[config.mk]
export PLATFORM = sky130hd
export DESIGN_NAME = difftest_irp_event_queue_flat
export DESIGN_NICKNAME = d
export VERILOG_FILES = /design/src/rtl/difftest_irp_pkg.sv /design/src/rtl/difftest_irp_event_queue_if.sv /design/src/rtl/difftest_sync_fifo.sv /design/src/rtl/difftest_irp_event_queue.sv /design/src/flat_wrapper.sv
export SDC_FILE = /design/constraint.sdc
export NUM_CORES = 1
export LEC_CHECK = 0
export CAP_MARGIN = 40
export CORE_ASPECT_RATIO = 1.2
export CORE_MARGIN = 3
export CORE_UTILIZATION = 28
export CTS_BUF_LIST = sky130_fd_sc_hd__clkbuf_8
export DETAILED_ROUTE_END_ITERATION = 8
export MAX_ROUTING_LAYER = met4
export SYNTH_ARGS = -nofsm -noshare
export SYNTH_HDL_FRONTEND = slang
export SYNTH_HIERARCHICAL = 1
export SYNTH_SLANG_ARGS = --single-unit
[constraint.sdc]
create_clock -name clock -period 4.3 [get_ports clock]
set_input_delay 0.86 -clock clock [delete_from_list [all_inputs] [get_ports clock]]
set_output_delay 0.86 -clock clock [all_outputs]
set_load 0.02 [all_outputs]
[src/rtl/difftest_irp_pkg.sv]
// difftest_irp_pkg: shared types and helpers for the multi-core interrupt-pending event queue
package difftest_irp_pkg;
    localparam int IRP_W = 10;
    localparam int IRP_MEIP = 0;
    localparam int IRP_MTIP = 1;
    localparam int IRP_MSIP = 2;
    localparam int IRP_SEIP = 3;
    localparam int IRP_STIP = 4;
    localparam int IRP_VSEIP = 5;
    localparam int IRP_VSTIP = 6;
    localparam int IRP_AIA_MEIP = 7;
    localparam int IRP_AIA_SEIP = 8;
    localparam int IRP_LCOFI = 9;
    localparam int MAX_CORES = 16;
    localparam int SEQ_MAX_W = 32;

    typedef struct packed {
        logic [7:0] coreid;
        logic [IRP_W-1:0] irp;
        logic [SEQ_MAX_W-1:0] seq;
    } irp_event_t;

    // first set request at or after ptr, wrapping modulo n; ptr when none is set
    function automatic logic [3:0] rrNext(input logic [MAX_CORES-1:0] req, input logic [3:0] ptr, input int n);
        logic [3:0] r;
        logic [3:0] idx;
        r = ptr;
        for (int k = MAX_CORES - 1; k >= 0; k--) begin
            idx = 4'((int'(ptr) + k) % n);
            if (k < n && req[idx]) r = idx;
        end
        return r;
    endfunction
endpackage

[src/rtl/difftest_irp_event_queue_if.sv]
// difftest_irp_event_queue_if: tagged event stream toward the difftest DPI bridge
interface difftest_irp_event_queue_if #(parameter int SEQ_W = 16);
    import difftest_irp_pkg::*;
    logic out_valid;
    logic out_ready;
    logic [IRP_W-1:0] out_irp;
    logic [7:0] out_coreid;
    logic [SEQ_W-1:0] out_seq;
    modport master(output out_valid, out_irp, out_coreid, out_seq, input out_ready);
    modport slave(input out_valid, out_irp, out_coreid, out_seq, output out_ready);
endinterface

[src/rtl/difftest_sync_fifo.sv]
// difftest_sync_fifo: show-ahead synchronous FIFO with occupancy output; head reads as zero when empty
module difftest_sync_fifo #(
    parameter int WIDTH = 8,
    parameter int DEPTH = 8
) (
    input  logic clock,
    input  logic reset,
    input  logic push,
    input  logic [WIDTH-1:0] pushData,
    input  logic pop,
    output logic [WIDTH-1:0] popData,
    output logic empty,
    output logic full,
    output logic [$clog2(DEPTH):0] level
);
    localparam int AW = $clog2(DEPTH);
    logic [WIDTH-1:0] mem [DEPTH];
    logic [AW-1:0] wrPtr, rdPtr;
    logic doPush, doPop;

    always_comb begin
        empty = level == '0;
        full = level == (AW+1)'(DEPTH);
        doPop = pop && !empty;
        doPush = push && (!full || doPop);
        popData = empty ? '0 : mem[rdPtr];
    end

    always_ff @(posedge clock)
        if (doPush) mem[wrPtr] <= pushData;

    always_ff @(posedge clock)
        if (reset) begin
            wrPtr <= '0;
            rdPtr <= '0;
            level <= '0;
        end else begin
            wrPtr <= wrPtr + AW'(doPush);
            rdPtr <= rdPtr + AW'(doPop);
            level <= level + (AW+1)'(doPush) - (AW+1)'(doPop);
        end
endmodule

[src/rtl/difftest_irp_event_queue.sv]
// difftest_irp_event_queue: per-core interrupt-pending change capture with coalescing,
// round-robin arbitration and a buffered tagged output stream
module difftest_irp_event_queue
    import difftest_irp_pkg::*;
#(
    parameter int NUM_CORES = 2,
    parameter int DEPTH = 8,
    parameter int SEQ_W = 16,
    parameter int DELTA_ONLY = 1,
    parameter int CORE_ID_BASE = 0
) (
    input  logic clock,
    input  logic reset,
    input  logic enable,
    input  logic [NUM_CORES-1:0] in_valid,
    input  logic [NUM_CORES*IRP_W-1:0] in_irp,
    difftest_irp_event_queue_if.master eventOut,
    output logic [15:0] coalesce_cnt,
    output logic [$clog2(DEPTH):0] fifo_level
);
    localparam int EW = 8 + IRP_W + SEQ_W;
    logic [IRP_W-1:0] lastIrp [NUM_CORES];
    logic [IRP_W-1:0] slot [NUM_CORES];
    logic [IRP_W-1:0] grantSlot;
    logic [NUM_CORES-1:0] pending, capture, coalesce;
    logic [3:0] rrPtr, grantIdx;
    logic grant, pop, full, empty;
    logic [SEQ_W-1:0] seq;
    logic [EW-1:0] head;
    logic [4:0] coalesceInc;
    logic [16:0] coalesceSum;

    always_comb begin
        capture = '0;
        coalesce = '0;
        coalesceInc = '0;
        grantSlot = '0;
        pop = eventOut.out_valid && eventOut.out_ready;
        grantIdx = rrNext(MAX_CORES'(pending), rrPtr, NUM_CORES);
        grant = |pending && (!full || pop);
        for (int i = 0; i < NUM_CORES; i++) begin
            capture[i] = enable && in_valid[i] && (DELTA_ONLY == 0 || in_irp[i*IRP_W +: IRP_W] != lastIrp[i]);
            // a granted channel refills its slot from the new sample instead of merging
            coalesce[i] = capture[i] && pending[i] && !(grant && grantIdx == 4'(i));
            coalesceInc = coalesceInc + 5'(coalesce[i]);
            grantSlot = grantIdx == 4'(i) ? slot[i] : grantSlot;
        end
        coalesceSum = {1'b0, coalesce_cnt} + 17'(coalesceInc);
    end

    difftest_sync_fifo #(.WIDTH(EW), .DEPTH(DEPTH)) fifo (
        .clock,
        .reset,
        .push(grant),
        .pushData({8'(CORE_ID_BASE + int'(grantIdx)), grantSlot, seq}),
        .pop,
        .popData(head),
        .empty,
        .full,
        .level(fifo_level)
    );

    assign eventOut.out_valid = !empty;
    assign {eventOut.out_coreid, eventOut.out_irp, eventOut.out_seq} = head;

    always_ff @(posedge clock)
        if (reset) begin
            pending <= '0;
            rrPtr <= '0;
            seq <= '0;
            coalesce_cnt <= '0;
            for (int i = 0; i < NUM_CORES; i++) begin
                lastIrp[i] <= '0;
                slot[i] <= '0;
            end
        end else begin
            if (grant) begin
                seq <= seq + SEQ_W'(1);
                rrPtr <= grantIdx == 4'(NUM_CORES - 1) ? '0 : grantIdx + 4'd1;
            end
            coalesce_cnt <= coalesceSum[16] ? 16'hFFFF : coalesceSum[15:0];
            for (int i = 0; i < NUM_CORES; i++)
                if (capture[i]) begin
                    lastIrp[i] <= in_irp[i*IRP_W +: IRP_W];
                    slot[i] <= in_irp[i*IRP_W +: IRP_W];
                    pending[i] <= 1'b1;
                end else if (grant && grantIdx == 4'(i)) begin
                    pending[i] <= 1'b0;
                end
        end
endmodule

[src/flat_wrapper.sv]
// flat-port wrapper written by rule: the top's interface ports become plain ports
module difftest_irp_event_queue_flat import difftest_irp_pkg::*;
#(
    parameter int NUM_CORES = 2,
    parameter int DEPTH = 8,
    parameter int SEQ_W = 16,
    parameter int DELTA_ONLY = 1,
    parameter int CORE_ID_BASE = 0
)
  (clock, reset, enable, in_valid, in_irp, coalesce_cnt, fifo_level, eventOut_out_valid, eventOut_out_irp, eventOut_out_coreid, eventOut_out_seq, eventOut_out_ready);
  difftest_irp_event_queue_if #(.SEQ_W(SEQ_W)) eventOut_i ();
  input  logic clock;
  input  logic reset;
  input  logic enable;
  input  logic [NUM_CORES-1:0] in_valid;
  input  logic [NUM_CORES*IRP_W-1:0] in_irp;
  output logic [15:0] coalesce_cnt;
  output logic [$clog2(DEPTH):0] fifo_level;
  output wire logic [$bits(eventOut_i.out_valid)-1:0] eventOut_out_valid;
  output wire logic [$bits(eventOut_i.out_irp)-1:0] eventOut_out_irp;
  output wire logic [$bits(eventOut_i.out_coreid)-1:0] eventOut_out_coreid;
  output wire logic [$bits(eventOut_i.out_seq)-1:0] eventOut_out_seq;
  input wire logic [$bits(eventOut_i.out_ready)-1:0] eventOut_out_ready;
  assign eventOut_out_valid = eventOut_i.out_valid;
  assign eventOut_out_irp = eventOut_i.out_irp;
  assign eventOut_out_coreid = eventOut_i.out_coreid;
  assign eventOut_out_seq = eventOut_i.out_seq;
  assign eventOut_i.out_ready = eventOut_out_ready;
  difftest_irp_event_queue #(.NUM_CORES(NUM_CORES), .DEPTH(DEPTH), .SEQ_W(SEQ_W), .DELTA_ONLY(DELTA_ONLY), .CORE_ID_BASE(CORE_ID_BASE)) u_core (.clock(clock), .reset(reset), .enable(enable), .in_valid(in_valid), .in_irp(in_irp), .eventOut(eventOut_i), .coalesce_cnt(coalesce_cnt), .fifo_level(fifo_level));
endmodule
==> summary.md <==
| Metric | Value |
|---|---|
| Status | completed |
| Slew headroom | 42.2% |
| Iteration-0 DRC Markers | 503 |
| Clk buf depth | 3 |
| Type of element capturing the critical path | output port |
| RSZ-0062 raised after global routing | false |
| Max-slew violation count | 0 |
| Clk slew on worst S/H paths | 60 ps |
| Setup TNS Final | 0 ps |
| Synth Flop Type | edfxtp_1 |
| Share of cells above drive strength 1 | 19.0% |
| Startpoint Class | flop |
| Pre-CTS setup slack | about 140 ps |
| Post-Synthesis Cells | 781 |
| Rows | 88 |
| Dpl cells | 1,516 |
| Ranking of synthesized cells by area | edfxtp_1 (64%), mux4_2 (11%), dfxtp_1 (7.0%), a22o_1 (2.9%), xnor2_1 (2.2%) |
| Via/cell ratio | 4.61 |
| Synth area leader | edfxtp_1 |
| CP top delay family | buffers and inverters |
| Share of the yosys chip area belonging to registers | 70.8% |
| Non-Filler Instances | about 1,600 |
| Drt wl/cell | roughly 18 microns |
| Synth-to-layout area growth | 20.8% |
| Grt total ovfl | 0 |
| Fmax | 0.251 GHz |
| Hold Crit Class | flop to flop |
| Synth Cell Area | between 10,000 and 15,000 sq um |
| PnR worst setup slack | slightly above 300 ps |
| Final setup vio count | 0 |
| Worst VDD drop | 0.255 mV |
| PD cells | 521 nW/um^2 |
| Total GRT Usage | 11.7% |
| Minimum clock period | 3990 ps |
| CTS sink count | 340 |
| Nets@finish | 982 |
| Top Ports | 81 |
| Number of synthesized register bits | 340 |
| Core footprint | 48,300 sq um |
| DR DRC count | 0 |
| First-pass DRT Iterations | 5 |
| Slowest CP cell | clkdlybuf4s50_1 |
| Port bufs | 80 |
| Commonest cells in the synthesized netlist | edfxtp_1 (292), mux4_2 (68), a21oi_1 (50) |
| Post-cts repair resize count | 0 |
| Hold_buf cts | 0 |
| CTS buffer count | 53 |
| Number of buffers and inverters on the critical path | 4 |
| Yosys cell types | 49 |
| Clk_skew | 33.9 ps |
| Least-Margin Pin Slew | 864 ps |
| GP Congestion | 0.791 |
| Vias in the first global route | 7,929 |
| Crit path required time | 3440 ps |
| Max-cap violations | 0 |
| Die Wd | 208 microns |
| Worst hold path cell count | 1 |
| Final Hold Viols | 0 |
| EDFF count, synth | 292 |
| Critical path depth in cells | 8 |
| P_leak | 5.37 nW |
| WL final | approximately 30,000 microns |
| First-pass GRT wire length | approximately 46,000 microns |
| Fillcell total | 4,544 |
| Ys async rst share | 0% |
| CP max stage delay | 630 ps |
| Root buf cell | clkbuf_8 |
| Die area | approximately 52,000 sq um |
| Avg Cell Area, Syn | approximately 18 sq um |
| Initial antenna violation count | 0 |
| Inserted Diodes | 0 |
| Skew-Pair Late Insertion Delay | 600 ps |
| Syn. warnings | 6 |
| Initial Util | 28.4% |
| Tcrit/Tclk final | around 93% |
| Dpl hpwl | 17,800 microns |
| Worst path most repeated cell | inv_1 |
| Largest net degree at the start of global routing | 53 |
| Die height | between 200 and 250 microns |
| ANT nets after route | 0 |
| Most numerous cell in the Yosys netlist | edfxtp_1 |
| Setup CP Type | flop to output port |
| Yosys top cell area share | between 60% and 70% |
| TritonCTS clock tree | yes |
| Vias | 7,415 |
| Worst-path maximum fanout | 23 |
| Clock H-tree levels | 2 |
| Crit path DAT | around 3100 ps |
| FF-to-FF path depth | 17 |
| CP Cell Sequence | inv_1 > ha_1 > or3b_1 > inv_1 > nor2_4 > buf_12 > a22o_1 > clkdlybuf4s50_1 |
| Layout Utilization | 34.4% |
| Postcts setup bufs | 0 |
==> cells in the final DEF (no fill, tap or decap), types with 3 or more instances in the layout <==
master           count
a21oi_1             50
a22o_1              45
and2_1               8
and4_1               3
buf_12              10
buf_4               21
clkbuf_8            53
clkdlybuf4s50_1     79
clkinv_1            14
clkinv_2             9
conb_1              32
dfxtp_1             46
edfxtp_1           292
ha_1                13
inv_1               32
mux4_2              68
nand2_1             18
nand2b_1            27
nand3_1              7
nand4_1              8
nor2_1              17
nor2_4               7
nor2b_1              9
nor3_1               5
nor4_1               7
o21ai_0              8
o31ai_1              6
or3_1                6
or4_1                7
xnor2_1             34
==> path summary, 6_finish.rpt <==
kind                                           start                      end  slack [ps]
worst max register to register  u_core/fifo/level[2]  u_core/coalesce_cnt[14]         660
worst min register to register       u_core/rrPtr[1]          u_core/rrPtr[1]         520
worst min-delay path                 u_core/rrPtr[1]          u_core/rrPtr[1]         520
worst max-delay path            u_core/fifo/level[2]   eventOut_out_coreid[0]         310
==> where the power goes <==
part / leakage, nW / switching (mW) / internal [mW]
clock: 0.538 / 1.25 / 1.22
sequential: 3.15 / 0.121 / 3.75
combinational: 1.68 / 1.19 / 1.13
total: 5.37 / 2.56 / 6.10
==> worst reg2reg max path: stages, from the launching register on <==
cell      delay [ps]
dfxtp_1          310
inv_1            100
ha_1             180
or3b_1           400
inv_1            150
nand2b_2         260
nand2_1          100
a21bo_2          210
nor2_1           100
ha_1             130
ha_1             150
inv_1             50
fa_1             400
nand3b_1         200
nor4_1           380
buf_4            190
and4_1           180
nor3_1            50
==> kinds of logic after synthesis <==
logic type | synth area share (%)
buffers and inverters | 2.27
other | 0.0273
flip-flops | 70.8
XOR/XNOR | 2.29
adder cells (fa/ha/maj) | 1.47
multiplexers | 11.3
AND/OR/NAND/NOR | 5.54
AO/OA/AOI/OAI | 6.35
==> metal layers <==
| layer | wire length (microns) | GRT usage, % | vias up |
|---|---|---|---|
| li1 | - | - | 3432 |
| met1 | 12800 | 14.5 | 3760 |
| met2 | 15000 | 19.5 | 171 |
| met3 | 1280 | 2.20 | 52 |
| met4 | 693 | 3.55 | 0 |
| met5 | 0 | - | - |
==> sequential cells by signal, indices dropped and copies added, names as in the netlist <==
name / count
u_core/fifo/level: 4
u_core/fifo/mem: 272
u_core/fifo/rdPtr: 3
u_core/fifo/wrPtr: 3
u_core/rrPtr: 4
u_core/lastIrp: 20
u_core/pending: 2
u_core/seq: 16
u_core/coalesce_cnt: 16
==> stage by stage <==
step           cell area [sq um]  total power, mW  hold slack, ps
3_5_place_dp               15700             6.33             513
5_1_grt                    16600             9.09             548
2_1_floorplan              13900             5.38             486
3_3_place_gp               15700             6.31             504
6_report                   16600             8.65             518
4_1_cts                    16600             8.82             521
==> cell type report <==
type,count,area (sq um),area share (%)
multi-input combinational,415,3920,23.6
sequential,340,9730,58.6
clock inverter,41,215,1.30
timing repair buffer,112,1160,6.97
tap,630,788,4.74
inverter,19,71.3,0.429
clock buffer,53,729,4.39
(Power assumes the default switching activity.)
